**config.mk**
```make
export PLATFORM = sky130hd
export DESIGN_NAME = mux_sel_scheduler
export DESIGN_NICKNAME = d
export VERILOG_FILES = /design/src/rtl/mux_sel_scheduler_pkg.sv /design/src/rtl/mux_sel_scheduler_prio_enc_16.sv /design/src/rtl/mux_sel_scheduler.sv
export SDC_FILE = /design/constraint.sdc
export NUM_CORES = 1
export LEC_CHECK = 0
export BUFFER_PORTS_ARGS = -buffer_cell sky130_fd_sc_hd__buf_2
export CAP_MARGIN = 20
export CORE_MARGIN = 2
export CORE_UTILIZATION = 53
export DETAILED_ROUTE_END_ITERATION = 10
export PLACE_DENSITY = 0.78
export SLEW_MARGIN = 20
export SYNTH_ARGS = -nofsm -noshare
export SYNTH_HDL_FRONTEND = slang
export SYNTH_HIERARCHICAL = 1
export SYNTH_SLANG_ARGS = --single-unit
```
**constraint.sdc**
```tcl
create_clock -name clk -period 3.4 [get_ports clk]
set_input_delay 0.34 -clock clk [delete_from_list [all_inputs] [get_ports clk]]
set_output_delay 0.34 -clock clk [all_outputs]
set_load 0.01 [all_outputs]
```
**src/rtl/mux_sel_scheduler_pkg.sv**
```systemverilog
// Shared constants and state type for the operand-mux select scheduler.
package mux_sched_pkg;
  localparam int NUM_LANES_C = 16;
  localparam logic [4:0] SEL_ZERO = 5'd16;

  typedef enum logic {
    IDLE  = 1'b0,
    ISSUE = 1'b1
  } sched_state_t;
endpackage

```
**src/rtl/mux_sel_scheduler_prio_enc_16.sv**
```systemverilog
// 16-bit priority encoder: index of the lowest set bit (highest when
// MUX_SEL_SCHED_MSB_FIRST_EN is defined), SEL_ZERO for an all-zero input.
module prio_enc_16
  import mux_sched_pkg::*;
(
  input  logic [NUM_LANES_C-1:0] i_vec,
  output logic [4:0]             o_idx,
  output logic                   o_le_one
);

  always_comb begin
    o_idx = SEL_ZERO;
`ifdef MUX_SEL_SCHED_MSB_FIRST_EN
    // Ascending scan: the last hit wins, so the highest set bit is reported.
    for (int i = 0; i < NUM_LANES_C; i++) begin
      if (i_vec[i]) o_idx = 5'(i);
    end
`else
    // Descending scan: the last hit wins, so the lowest set bit is reported.
    for (int i = NUM_LANES_C - 1; i >= 0; i--) begin
      if (i_vec[i]) o_idx = 5'(i);
    end
`endif
  end

  assign o_le_one = ((i_vec & (i_vec - 16'd1)) == '0);

endmodule

```
**src/rtl/mux_sel_scheduler.sv**
```systemverilog
// Issues one mux select per set lane of an occupancy mask (select 16 once for
// an empty mask). MUX_SEL_SCHED_MSB_FIRST_EN switches to highest-lane-first.
//
// Handshakes: a transfer happens on a cycle where valid && ready are both high.
// Once sel_valid rises it stays high, with sel/sel_last/beat_idx stable,
// until sel_ready accepts the beat. mask is only sampled on its accept cycle.
module mux_sel_scheduler
  import mux_sched_pkg::*;
#(
  parameter int NUM_LANES = 16,
  parameter int SEL_WIDTH = 5
) (
  input  logic                 clk,
  input  logic                 reset,
  input  logic [NUM_LANES-1:0] mask,
  input  logic                 mask_valid,
  output logic                 mask_ready,
  output logic [SEL_WIDTH-1:0] sel,
  output logic                 sel_valid,
  input  logic                 sel_ready,
  output logic                 sel_last,
  output logic [SEL_WIDTH-1:0] beat_idx,
  output sched_state_t         dbg_state
);

  sched_state_t         r_state;
  logic [NUM_LANES-1:0] r_work;
  logic [SEL_WIDTH-1:0] r_beat_cnt;

  logic [4:0] w_idx;
  logic       w_le_one;
  logic       w_issue;
  logic       w_fire;
  logic       w_accept;

  prio_enc_16 u_prio_enc (
    .i_vec    (r_work),
    .o_idx    (w_idx),
    .o_le_one (w_le_one)
  );

  // Outputs decode from registered state only; no input reaches them.
  assign w_issue   = (r_state == ISSUE);
  assign sel_valid = w_issue;
  assign sel       = w_issue ? w_idx : SEL_ZERO;
  assign sel_last  = w_issue & w_le_one;
  assign beat_idx  = w_issue ? r_beat_cnt : '0;
  assign dbg_state = r_state;

  assign w_fire     = sel_valid & sel_ready;
  assign mask_ready = (r_state == IDLE) | (w_fire & sel_last);
  assign w_accept   = mask_valid & mask_ready;

  always_ff @(posedge clk) begin
    if (reset) begin
      r_state    <= IDLE;
      r_work     <= '0;
      r_beat_cnt <= '0;
    end else if (w_accept) begin
      // A new mask on the last-beat cycle overrides the return to IDLE.
      r_state    <= ISSUE;
      r_work     <= mask;
      r_beat_cnt <= '0;
    end else if (w_fire) begin
      if (sel_last) begin
        r_state <= IDLE;
        r_work  <= '0;
      end else begin
        // Not last implies work is nonzero, so w_idx names a real lane.
        r_work     <= r_work & ~(16'd1 << w_idx[3:0]);
        r_beat_cnt <= r_beat_cnt + 1'b1;
      end
    end
  end

endmodule

```
### Word-level counts from Yosys, hierarchy flattened

Cells that the tools add are included.

| word-level totals | value |
|---|---|
| output and inout port bits | 14 |
| register bits after elaboration | 22 |
| input bits | 20 |

| cells by class | value |
|---|---|
| $add $sub $neg | 2 |
| bitwise gates (word level) | 10 |
| mux-type cells | 24 |
| reductions and logical operators | 6 |
| shifts and indexed selects | 1 |

Operators with widths:

| kind | count |
|---|---|
| 5-bit 2-to-1 mux | 18 |
| 16-bit 2-to-1 mux | 3 |
| 16-bit bitwise AND | 2 |
| 16-bit zero test | 1 |
| 16-bit inverter | 1 |
| 1-bit by 4-bit << shifter with 16-bit output, first input constant | 1 |
| 16-bit by 1-bit subtractor with 16-bit output, second input constant | 1 |
| 5-bit by 1-bit adder with 5-bit output, second input constant | 1 |
| 1-bit bitwise AND | 4 |
| 2-bit AND reduction | 2 |
| 2-bit nonzero test | 2 |
| 1-bit 2-to-1 mux | 3 |
| 1-bit inverter | 2 |
| 2-bit OR reduction | 1 |
| 1-bit OR | 1 |

### Logic depth before layout (Yosys ltp)

Gate-level depths: netlist (run 1).

| logic depth | value |
|---|---|
| word-level depth | 22 |
| mapped depth | 9 |
| mapped depth without buffers | 8 |

### Hierarchy

Netlist (run 1), hierarchy kept.

Modules (own cells, without submodules):

| module | instances | area each (um^2) | seq. area each (um^2) | cells an instance |
|---|---|---|---|---|
| mux_sel_scheduler | 1 | 1177.4 | 440.4 | 117 |
| prio_enc_16 | 1 | 315.3 | 0.0 | 49 |

### Least setup slack after synthesis (run 1)

OpenSTA, ideal clock, no wires.

| timing path | value |
|---|---|
| path type | register to register |
| start point | reg r_work[1] |
| end point | reg r_work[2] |
| setup slack | 1.035 ns |
| arrival time | 2.247 ns |
| required time | 3.283 ns |
| stages on the path, launching flop included | 10 |
| clock period less this slack | 2.365 ns |
| buffers on the path | 1 |
| library setup time | 0.117 ns |
| cells stage by stage | dfxtp_1 > or4_4 > nand2b_4 > nor4_1 > o22ai_1 > nor3_2 > mux2_4 > buf_8 > o21ai_1 > a32o_1 |

| on the way | value |
|---|---|
| word-level cells in the longest chain between the ends | 8 |
| elaborated cells between the ends (all ways) | 16 |
| classes of those cells | add/sub (1); shift (1); mux (5); bitwise (7); reduce/logical (2) |

Ends and longest elaborated chain:

| what | line | source |
|---|---|---|
| start: declaration | mux_sel_scheduler.sv:27 | `logic [NUM_LANES-1:0] r_work;` |
| start signal: assignment | mux_sel_scheduler.sv:62 | `r_work <= mask;` |
| start signal: assignment | mux_sel_scheduler.sv:70 | `r_work <= r_work & ~(16'd1 << w_idx[3:0]);` |
| 16-bit by 1-bit subtractor with 16-bit output | mux_sel_scheduler_prio_enc_16.sv:26 | `assign o_le_one = ((i_vec & (i_vec - 16'd1)) == '0);` |
| 16-bit bitwise AND * | mux_sel_scheduler_prio_enc_16.sv:26 |  |
| 16-bit zero test * | mux_sel_scheduler_prio_enc_16.sv:26 |  |
| named net w_le_one | mux_sel_scheduler.sv:31 | `logic w_le_one;` |
| 1-bit bitwise AND * | mux_sel_scheduler.sv:46 | `assign sel_last = w_issue & w_le_one;` |
| 1-bit bitwise AND | mux_sel_scheduler.sv:51 | `assign mask_ready = (r_state == IDLE) \| (w_fire & sel_last);` |
| 1-bit OR | mux_sel_scheduler.sv:51 |  |
| 1-bit bitwise AND | mux_sel_scheduler.sv:52 | `assign w_accept = mask_valid & mask_ready;` |
| 16-bit 2-to-1 mux or 2-bit nonzero test (tied branches) | n/a |  |

The timed path passes the listed nets; every way through them passes the cells marked *. The select of a mux whose other input is x is not followed.
A chain may end at the register's enable or synchronous reset.

### Worst setup path after layout (run 1)

| timing path | value |
|---|---|
| start point | reg r_work[1] |
| end point | out mask_ready |

| on the way | value |
|---|---|
| word-level cells in the longest chain between the ends | 6 |

Ends and longest elaborated chain:

| what | line | source |
|---|---|---|
| 16-bit by 1-bit subtractor with 16-bit output | mux_sel_scheduler_prio_enc_16.sv:26 |  |
| 16-bit bitwise AND * | mux_sel_scheduler_prio_enc_16.sv:26 |  |
| 16-bit zero test * | mux_sel_scheduler_prio_enc_16.sv:26 |  |
| named net w_le_one | mux_sel_scheduler.sv:31 |  |
| 1-bit bitwise AND * | mux_sel_scheduler.sv:46 |  |
| 1-bit bitwise AND * | mux_sel_scheduler.sv:51 |  |
| 1-bit OR * | mux_sel_scheduler.sv:51 |  |
| end: declaration | mux_sel_scheduler.sv:17 | `output logic mask_ready,` |

The timed path passes the listed nets; every way through them passes the cells marked *.

==> metrics, run 1 <==
Syn. warnings 6; Vias/cell 6.35; CTS tree yes; Vert. Die Dim 57.1 µm; Yosys top cell area share 29.5%; root buf cell clkbuf_4; Hold Path Class in2reg; Setup WS pre-CTS 0.699 ns; post-synth design cell area 1490 µm²; Initial Utilization 55.1%; first-pass GRT wire length 6290 µm; synthesized instance count 166; TritonRoute pass-1 iters 5; post-cts resize count 0; CTS clk-pin slew, worst paths 0.13 ns; DIE AREA 3260 µm²; Final Util 62.0%; largest area contributor in the netlist dfxtp_1; crit path time final 2.84 ns; DRT Wirelength 3740 µm; most frequent cell after synthesis dfxtp_1; setup bufs post-CTS 0; worst skew pair latency 0.32 ns; #FFs+latches synth 22; Worst setup EP type output port; Slew @ Worst Pin 1.14 ns; mux cell area share after synthesis 2.68%; worst-path maximum fanout 7; post-synthesis cell type count 49; number of flops mapped to enable cells by yosys 0; Die X 57.1 µm; GRT overflow 0; routability cong. 0.939; Final Hold Viols 0; 1st-iter DRT viols 52; Adder-Cell Fraction of Synth Area 2.18%; simple-gate area share of the yosys netlist 31.4%; P_leak 0.667 nW; nets@finish 217; via count 1434; Synth Area in Compound Gates 27.1%; RSZ-0062 raised after global routing false; largest cells by area after synthesis dfxtp_1 (30%), a32o_1 (11%), and2_1 (4.2%); Top FF cell, synth dfxtp_1; total power 811 µW; Worst Setup Start Kind flip-flop; Max-Slew Margin vs Limit 24.1%; commonest cells in the netlist dfxtp_1 (22), a32o_1 (16), nor2_1 (12); Num CTS Buffers 3; Cell Count, Final, Fillers Out 226; drt drc 0; largest family of logic cells by synthesized area simple AND/OR/NAND/NOR gates; syn nets 187; fraction of layout cells with a size suffix above 1 28.2%; row cnt 19; DP Cell Count 222; clock tree buffer depth 2; TritonCTS Sinks 22; Finished Cell Area 1680 µm²; io pins 34; htree depth 1; sequential share of the synthesized area 29.5%; critical path type reg2out; total core area 2710 µm²; initial antenna violation count 0; WHS 0.217 ns; setup TNS 0 ns; Port Buffer Count 33; Inserted Diodes 0; Post-DP Area 1650 µm²; Synth async-reset ratio 0%; number of max-cap violations 0; Syn-to-layout area delta 12.7%; Fmax achieved 352 MHz; largest net degree at the start of global routing 19; fin crit share 83.5%; final setup fails 0; status finished, final reports clean; R2R Setup Slk 0.64 ns; Power Dens Cells 482 nW/µm²; Setup WS post-layout 0.559 ns; HPWL after DPL 2560 µm; post-synthesis xor/xnor area fraction 1.17%; hold_buf cts 0; antenna-violating nets left 0; Crit path required time 3.06 ns; vias in the first global route 1384; Clock Skew 0.00461 ns; max-slew violation count 0; Total GRT Usage 24.2%; Arr. time, crit path 2.50 ns; Worst IR Drop VDD 0.265 mV; routed len/inst 16.5 µm; syn_area_per_cell 8.99 µm²
-- cells by family after synthesis --
logic type / Yosys count
xor gates and xnor gates: 2
muxes: 3
AOI/OAI and AO/OA: 56
buffers and inverters: 16
and+or+nand+nor: 64
DFF: 22
adders and majority gates: 3
-- flip-flops by register name, summed over array words and instances (netlist names) --
name and flops:
dbg_state 1, r_work 16, r_beat_cnt 5
-- per-layer routing --
metal | global-route usage [%] | vias up | wire length (µm)
met5 | 0 | - | 0
met4 | 12.0 | 0 | 78
met3 | 4.31 | 10 | 206
met2 | 40.1 | 48 | 1830
li1 | - | 706 | -
met1 | 30.3 | 670 | 1620
-- worst max-delay path, cell delays in order (launching register included) --
cell      delay (ns)
dfxtp_1         0.37
or4_4           0.56
nand2b_4        0.19
o41ai_2         0.26
o21ai_1         0.13
nor3_2          0.32
a21boi_2        0.14
inv_1           0.08
buf_2           0.12
-- report_power, final --
group	total [mW]	switching (mW)	internal [mW]
clock network	0.154	0.0880	0.0655
registers	0.315	0.0373	0.278
logic	0.342	0.192	0.150
-- final cells by class --
cell class	count	area, µm²
multi-input combinational	128	963
clock buffer	4	36.3
timing repair buffer	35	180
fill	259	1030
sequential	22	440
tap	31	38.8
inverter	6	22.5
-- layout by cell type (no fill, tap or decap), drive strengths merged --
master / count
nor4bb: 1
ha: 1
and2: 10
a211oi: 3
and4bb: 5
and4: 1
o31ai: 1
o21bai: 1
o41ai: 1
nand4b: 1
mux2i: 1
a21oi: 8
a21boi: 1
nand2: 3
or3: 2
maj3: 2
dfxtp: 22
inv: 5
or2b: 1
xor2: 2
clkbuf: 4
o31a: 1
a32o: 16
nand3b: 1
o22ai: 2
a2111oi: 1
nor4: 6
mux2: 2
or4: 1
nor3: 7
clkinv: 1
nand2b: 2
and4b: 4
nor4b: 4
nor2b: 1
nand3: 2
o21ai: 21
buf: 35
nor2: 12
-- final timing paths --
path	from	end	cells past startpoint
worst min register to register	r_beat_cnt[4]	r_beat_cnt[4]	2
worst max register to register	r_work[1]	r_work[5]	8
worst max-delay path	r_work[1]	mask_ready	8
worst min-delay path	mask[0]	r_work[0]	2
(Power assumes the default switching activity.)
==> run 2, diff against run 1 <==
clock period = 2.8 ns   (was 3.4 ns; I/O delays follow)
==> run 2 against run 1 <==
  * Register-to-register slack worse by 0.45 ns
  * Setup slack lost 0.48 ns
  * Clock-buffer cell count is 1 lower
  * Sequential share of layout area down 0.67 points
  * Design area grew 2.9%
  * Worst hold slack worse by 0.047 ns
  * Clock power is 5% lower
  * Core utilization rose by 1.8 points
  * Clock skew decreased by 0.0033 ns
  * Critical endpoint unchanged
  * Largest cell class unchanged
  * Die area is the same
  * Combinational power is 32% higher
==> metrics, run 2 (synthesized netlist as in run 1, its figures left out) <==
R2R Setup Slk 0.19 ns; row cnt 19; Vias/cell 6.34; first-pass GRT wire length 6310 µm; status finished, final reports clean; worst skew pair latency 0.31 ns; critical path type reg2out; root buf cell clkbuf_4; worst-path maximum fanout 7; total core area 2710 µm²; antenna-violating nets left 0; 1st-iter DRT viols 63; Crit Reg-Reg Endpoint r_work[10]; Setup WS post-layout 0.0788 ns; DRT Wirelength 3780 µm; routed len/inst 16.5 µm; CTS tree yes; reg2reg path depth 9; Arr. time, crit path 2.44 ns; Die X 57.1 µm; Clock Skew 0.00134 ns; Largest register FFs 16; Worst setup EP type output port; CTS clk-pin slew, worst paths 0.12 ns; Hold Path Class in2reg; RSZ-0062 raised after global routing false; Clk pwr share 14.9%; Syn-to-layout area delta 15.9%; Final Util 63.9%; Max-Slew Margin vs Limit 60.6%; Inserted Diodes 0; Num CTS Buffers 3; Port Buffer Count 33; Internal 594 µW; Setup WS pre-CTS 0.145 ns; Slew @ Worst Pin 0.591 ns; min-delay src mask[11]; Crit path required time 2.52 ns; largest net degree at the start of global routing 19; hold depth 2; Net Sw Frac 39.7%; Vert. Die Dim 57.1 µm; Gate power share 45.9%; Worst Setup Start Kind flip-flop; hold_buf cts 0; WHS Endpoint r_work[11]; via count 1453; Power Dens Cells 569 nW/µm²; TritonCTS Sinks 22; Total GRT Usage 24.1%; setup TNS 0 ns; TritonRoute pass-1 iters 6; number of max-cap violations 0; Fmax achieved 367 MHz; register share of total power 39.2%; GRT overflow 0; Worst IR Drop VDD 0.325 mV; htree depth 1; fraction of layout cells with a size suffix above 1 31.8%; Initial Utilization 55.1%; io pins 34; fin crit share 97.2%; most common cell after layout, fill and taps aside buf_2; nets@finish 221; Largest Register r_work; clock tree buffer depth 2; HPWL after DPL 2640 µm; final setup fails 0; DIE AREA 3260 µm²; vias in the first global route 1394; crit path time final 2.72 ns; routability cong. 0.857; initial antenna violation count 0; reg2reg start r_work[3]; # fillers 248; P_leak 0.687 nW; max-slew violation count 0; Final Hold Viols 0; Psw 391 µW; drt drc 0; most frequent cells in the layout buf_2 (33), dfxtp_1 (21), a32o_1 (16)
-- run 2: final cells by class --
type                       count  area, µm²  area share, %
clock buffer                   3       22.5           1.30
inverter                       6       22.5           1.30
multi-input combinational    128        995           57.5
sequential                    22        442           25.5
tap                           31       38.8           2.24
timing repair buffer          39        210           12.1
-- run 2: how the worst max path moves through the flow --
stage | start | to | slack (ns) | cells past startpoint
after floorplan | r_work[1] | r_work[2] | 0.44 | 9
after global placement | r_work[1] | r_work[6] | 0.35 | 8
after detailed placement | r_work[1] | r_work[10] | 0.14 | 8
after CTS | r_work[1] | mask_ready | 0.04 | 9
after global routing | r_work[3] | mask_ready | 0.008 | 9
final | r_work[3] | mask_ready | 0.08 | 9
-- run 2: metrics by stage --
stage / total power [mW] / hold WS [ns] / instance area (µm²) / instances
final: 0.984 / 0.170 / 1730 / 229
after global routing: 1.04 / 0.162 / 1730 / 229
after CTS: 0.960 / 0.163 / 1700 / 229
after detailed placement: 0.806 / 0.481 / 1670 / 225
after global placement: 0.791 / 0.458 / 1670 / 225
after floorplan: 0.704 / 0.349 / 1490 / 166
-- run 2: critical path, stage by stage, from the launching register on --
cell      delay [ns]
dfxtp_1         0.37
or4_4           0.53
nand2b_4        0.20
nor4_4          0.26
o22ai_2         0.14
nor3_2          0.18
buf_4           0.16
a21boi_2        0.08
inv_1           0.07
buf_2           0.12
-- run 2: power groups by stage --
| stage | sequential [mW] | clock (mW) | combinational, mW |
|---|---|---|---|
| finish | 0.386 | 0.146 | 0.452 |
| global route | 0.391 | 0.160 | 0.491 |
| CTS | 0.383 | 0.150 | 0.427 |
| detailed placement | 0.390 | 0 | 0.416 |
| global placement | 0.387 | 0 | 0.404 |
| floorplan | 0.377 | 0 | 0.327 |
-- run 2: per-layer routing --
metal	up-vias	share of wire [%]	global-route usage, %
li1	718	-	-
met5	-	0	0
met1	697	45	29.2
met3	8	3.1	4.31
met4	0	1.7	11.0
met2	30	50	41.5
-- run 2: timing repair --
action                                  4_1_cts  5_1_grt
setup buffers                                 1        0
resized for setup                             0        6
pin swaps                                     1        0
endpoints found under the setup margin        1       11
==> run 3, diff against run 2 <==
ABC_AREA = 1   (was unset)
CORE_UTILIZATION = 55   (was 53)
PLACE_DENSITY = 0.79   (was 0.78)
==> run 3 against run 2 <==
  * Sequential share of layout area decreased by 2.2 points
  * Wire length decreased by 1.6%
  * Clock-buffer cell count increased by 1
  * Via count increased by 17%
  * Final cell count increased by 48%
  * Combinational power decreased by 4%
  * Power decreased by 0.67%
  * Synthesized area increased by 14%
  * Clock power increased by 24%
  * Highest routed layer unchanged
==> metrics, run 3 <==
first-pass GRT wire length 6160 µm; worst skew pair latency 0.31 ns; # fillers 302; Net Sw Frac 42.0%; GRT overflow 0; CTS clk-pin slew, worst paths 0.13 ns; Worst setup EP type output port; Yosys top cell area share 25.9%; DIE AREA 3550 µm²; RSZ-0062 raised after global routing false; Die X 59.6 µm; CTS tree yes; Vias/cell 5.00; synthesized instance count 278; register share of total power 37.0%; Internal 567 µW; antenna-violating nets left 0; fraction of layout cells with a size suffix above 1 27.4%; hold_buf cts 0; worst-path maximum fanout 4; Crit path required time 2.52 ns; most frequent cells in the layout nand2_1 (99), inv_1 (35), buf_2 (33); drt drc 0; Worst IR Drop VDD 0.386 mV; Total GRT Usage 22.5%; setup TNS 0 ns; critical path type reg2out; FF+latch area 440 µm²; Arr. time, crit path 2.24 ns; crit path time final 2.52 ns; total core area 3000 µm²; most common cell after layout, fill and taps aside nand2_1; post-synth design cell area 1700 µm²; final setup fails 0; largest area contributor in the netlist dfxtp_1; syn_area_per_cell 6.11 µm²; 1st-iter DRT viols 132; Hold Path Class in2reg; Power Dens Cells 517 nW/µm²; htree depth 1; Fmax achieved 397 MHz; Clk pwr share 18.5%; routability cong. 0.902; post-cts resize count 0; Max-Slew Margin vs Limit 52.8%; Psw 410 µW; P_leak 0.981 nW; Final Hold Viols 0; Vert. Die Dim 59.6 µm; Initial Utilization 56.5%; row cnt 20; HPWL after DPL 2800 µm; syn nets 299; largest cells by area after synthesis dfxtp_1 (26%), nand2_1 (22%), inv_1 (7.7%); via count 1699; total power 978 µW; DRT Wirelength 3720 µm; Largest Register r_work; Num CTS Buffers 3; root buf cell clkbuf_4; status finished, final reports clean; clock tree buffer depth 2; fin crit share 90.1%; post-synthesis cell type count 31; max-slew violation count 0; Gate power share 44.5%; number of max-cap violations 0; number of flops mapped to enable cells by yosys 0; Syn-to-layout area delta 11.4%; #FFs+latches synth 22; Syn. warnings 6; initial antenna violation count 0; Largest register FFs 16; setup bufs post-CTS 0; Top FF cell, synth dfxtp_1; nets@finish 329; vias in the first global route 1420; Synth async-reset ratio 0%; TritonCTS Sinks 22; most frequent cell after synthesis nand2_1; routed len/inst 10.9 µm; Worst Setup Start Kind flip-flop; Clock Skew 0.00289 ns; multi-input logic area 1010 µm²; Slew @ Worst Pin 0.706 ns; sequential share of the synthesized area 25.9%; Inserted Diodes 0; TritonRoute pass-1 iters 4; largest net degree at the start of global routing 19; commonest cells in the netlist nand2_1 (99), inv_1 (35), dfxtp_1 (22); Port Buffer Count 33; io pins 34
## run 3: cell count changes after synthesis, sizes merged, moves of 6 or more
cell   before  now
o21ai      21    8
and2       10    0
a21oi       8   28
nor4        6    0
nand2       3  114
inv         5   43
nand3       2   12
a32o       16    0
nand4       0    8
nor2       12   20
## run 3: logic make-up (layout without fill, tap and decap cells)
group / after synthesis / after routing / share of synthesized area (%)
AOI/OAI and AO/OA: 37 / 37 / 14.1
xor gates and xnor gates: 2 / 2 / 1.03
adders and majority gates: 2 / 2 / 1.40
buffers and inverters: 57 / 86 / 14.6
DFF: 22 / 22 / 25.9
and+or+nand+nor: 158 / 158 / 42.9
## run 3: metrics by stage
step           util (%)  instance area (µm²)  cells  hold WS, ns  worst slack [ns]
2_1_floorplan         -                 1700    278        0.427             0.608
3_3_place_gp       61.8                 1860    336        0.451             0.493
3_5_place_dp       61.8                 1860    336        0.463             0.420
4_1_cts            63.0                 1890    340        0.195             0.277
5_1_grt            63.0                 1890    340        0.186             0.102
6_report           63.0                 1890    340        0.199             0.279
## run 3: cell type report
cell class | count | area share [%]
Sequential cell | 22 | 23.3
Clock buffer | 4 | 1.92
Timing Repair Buffer | 37 | 10.3
Tap cell | 33 | 2.18
Inverter | 45 | 8.93
Multi-Input combinational cell | 199 | 53.4
## run 3: final timing paths
| path | startpoint | endpoint | slack (ns) | cells after the start |
|---|---|---|---|---|
| worst min-delay path | mask[2] | r_work[2] | 0.20 | 3 |
| worst max register to register | r_work[2] | r_beat_cnt[3] | 0.39 | 15 |
| worst max-delay path | r_work[2] | sel_last | 0.28 | 14 |
| worst min register to register | r_work[3] | r_work[3] | 0.47 | 2 |
## run 3: power by group through the flow
stage	Sequential [mW]	Clock, mW	Combinational (mW)
after floorplan	0.358	0	0.349
after CTS	0.362	0.187	0.433
after global routing	0.366	0.202	0.487
final	0.362	0.181	0.435
after global placement	0.369	0	0.425
after detailed placement	0.369	0	0.431
## run 3: per-layer routing
layer | global-route usage [%] | vias to the layer above | routed length, µm
met4 | 3.81 | 0 | 70
met3 | 4.80 | 10 | 194
met2 | 37.0 | 43 | 1740
met1 | 30.7 | 732 | 1710
met5 | 0 | - | 0
li1 | - | 914 | -
## run 3: critical path, cell delays in order, from the launching register on
cell and delay, ns:
dfxtp_1 0.35, inv_1 0.12, nand2_4 0.09, nor2_8 0.14, nand2_4 0.07, inv_2 0.06
nand2_2 0.05, maj3_2 0.28, inv_1 0.05, nand4_1 0.09, nor2_1 0.17, buf_4 0.16
nand2_2 0.05, inv_2 0.10, buf_2 0.13
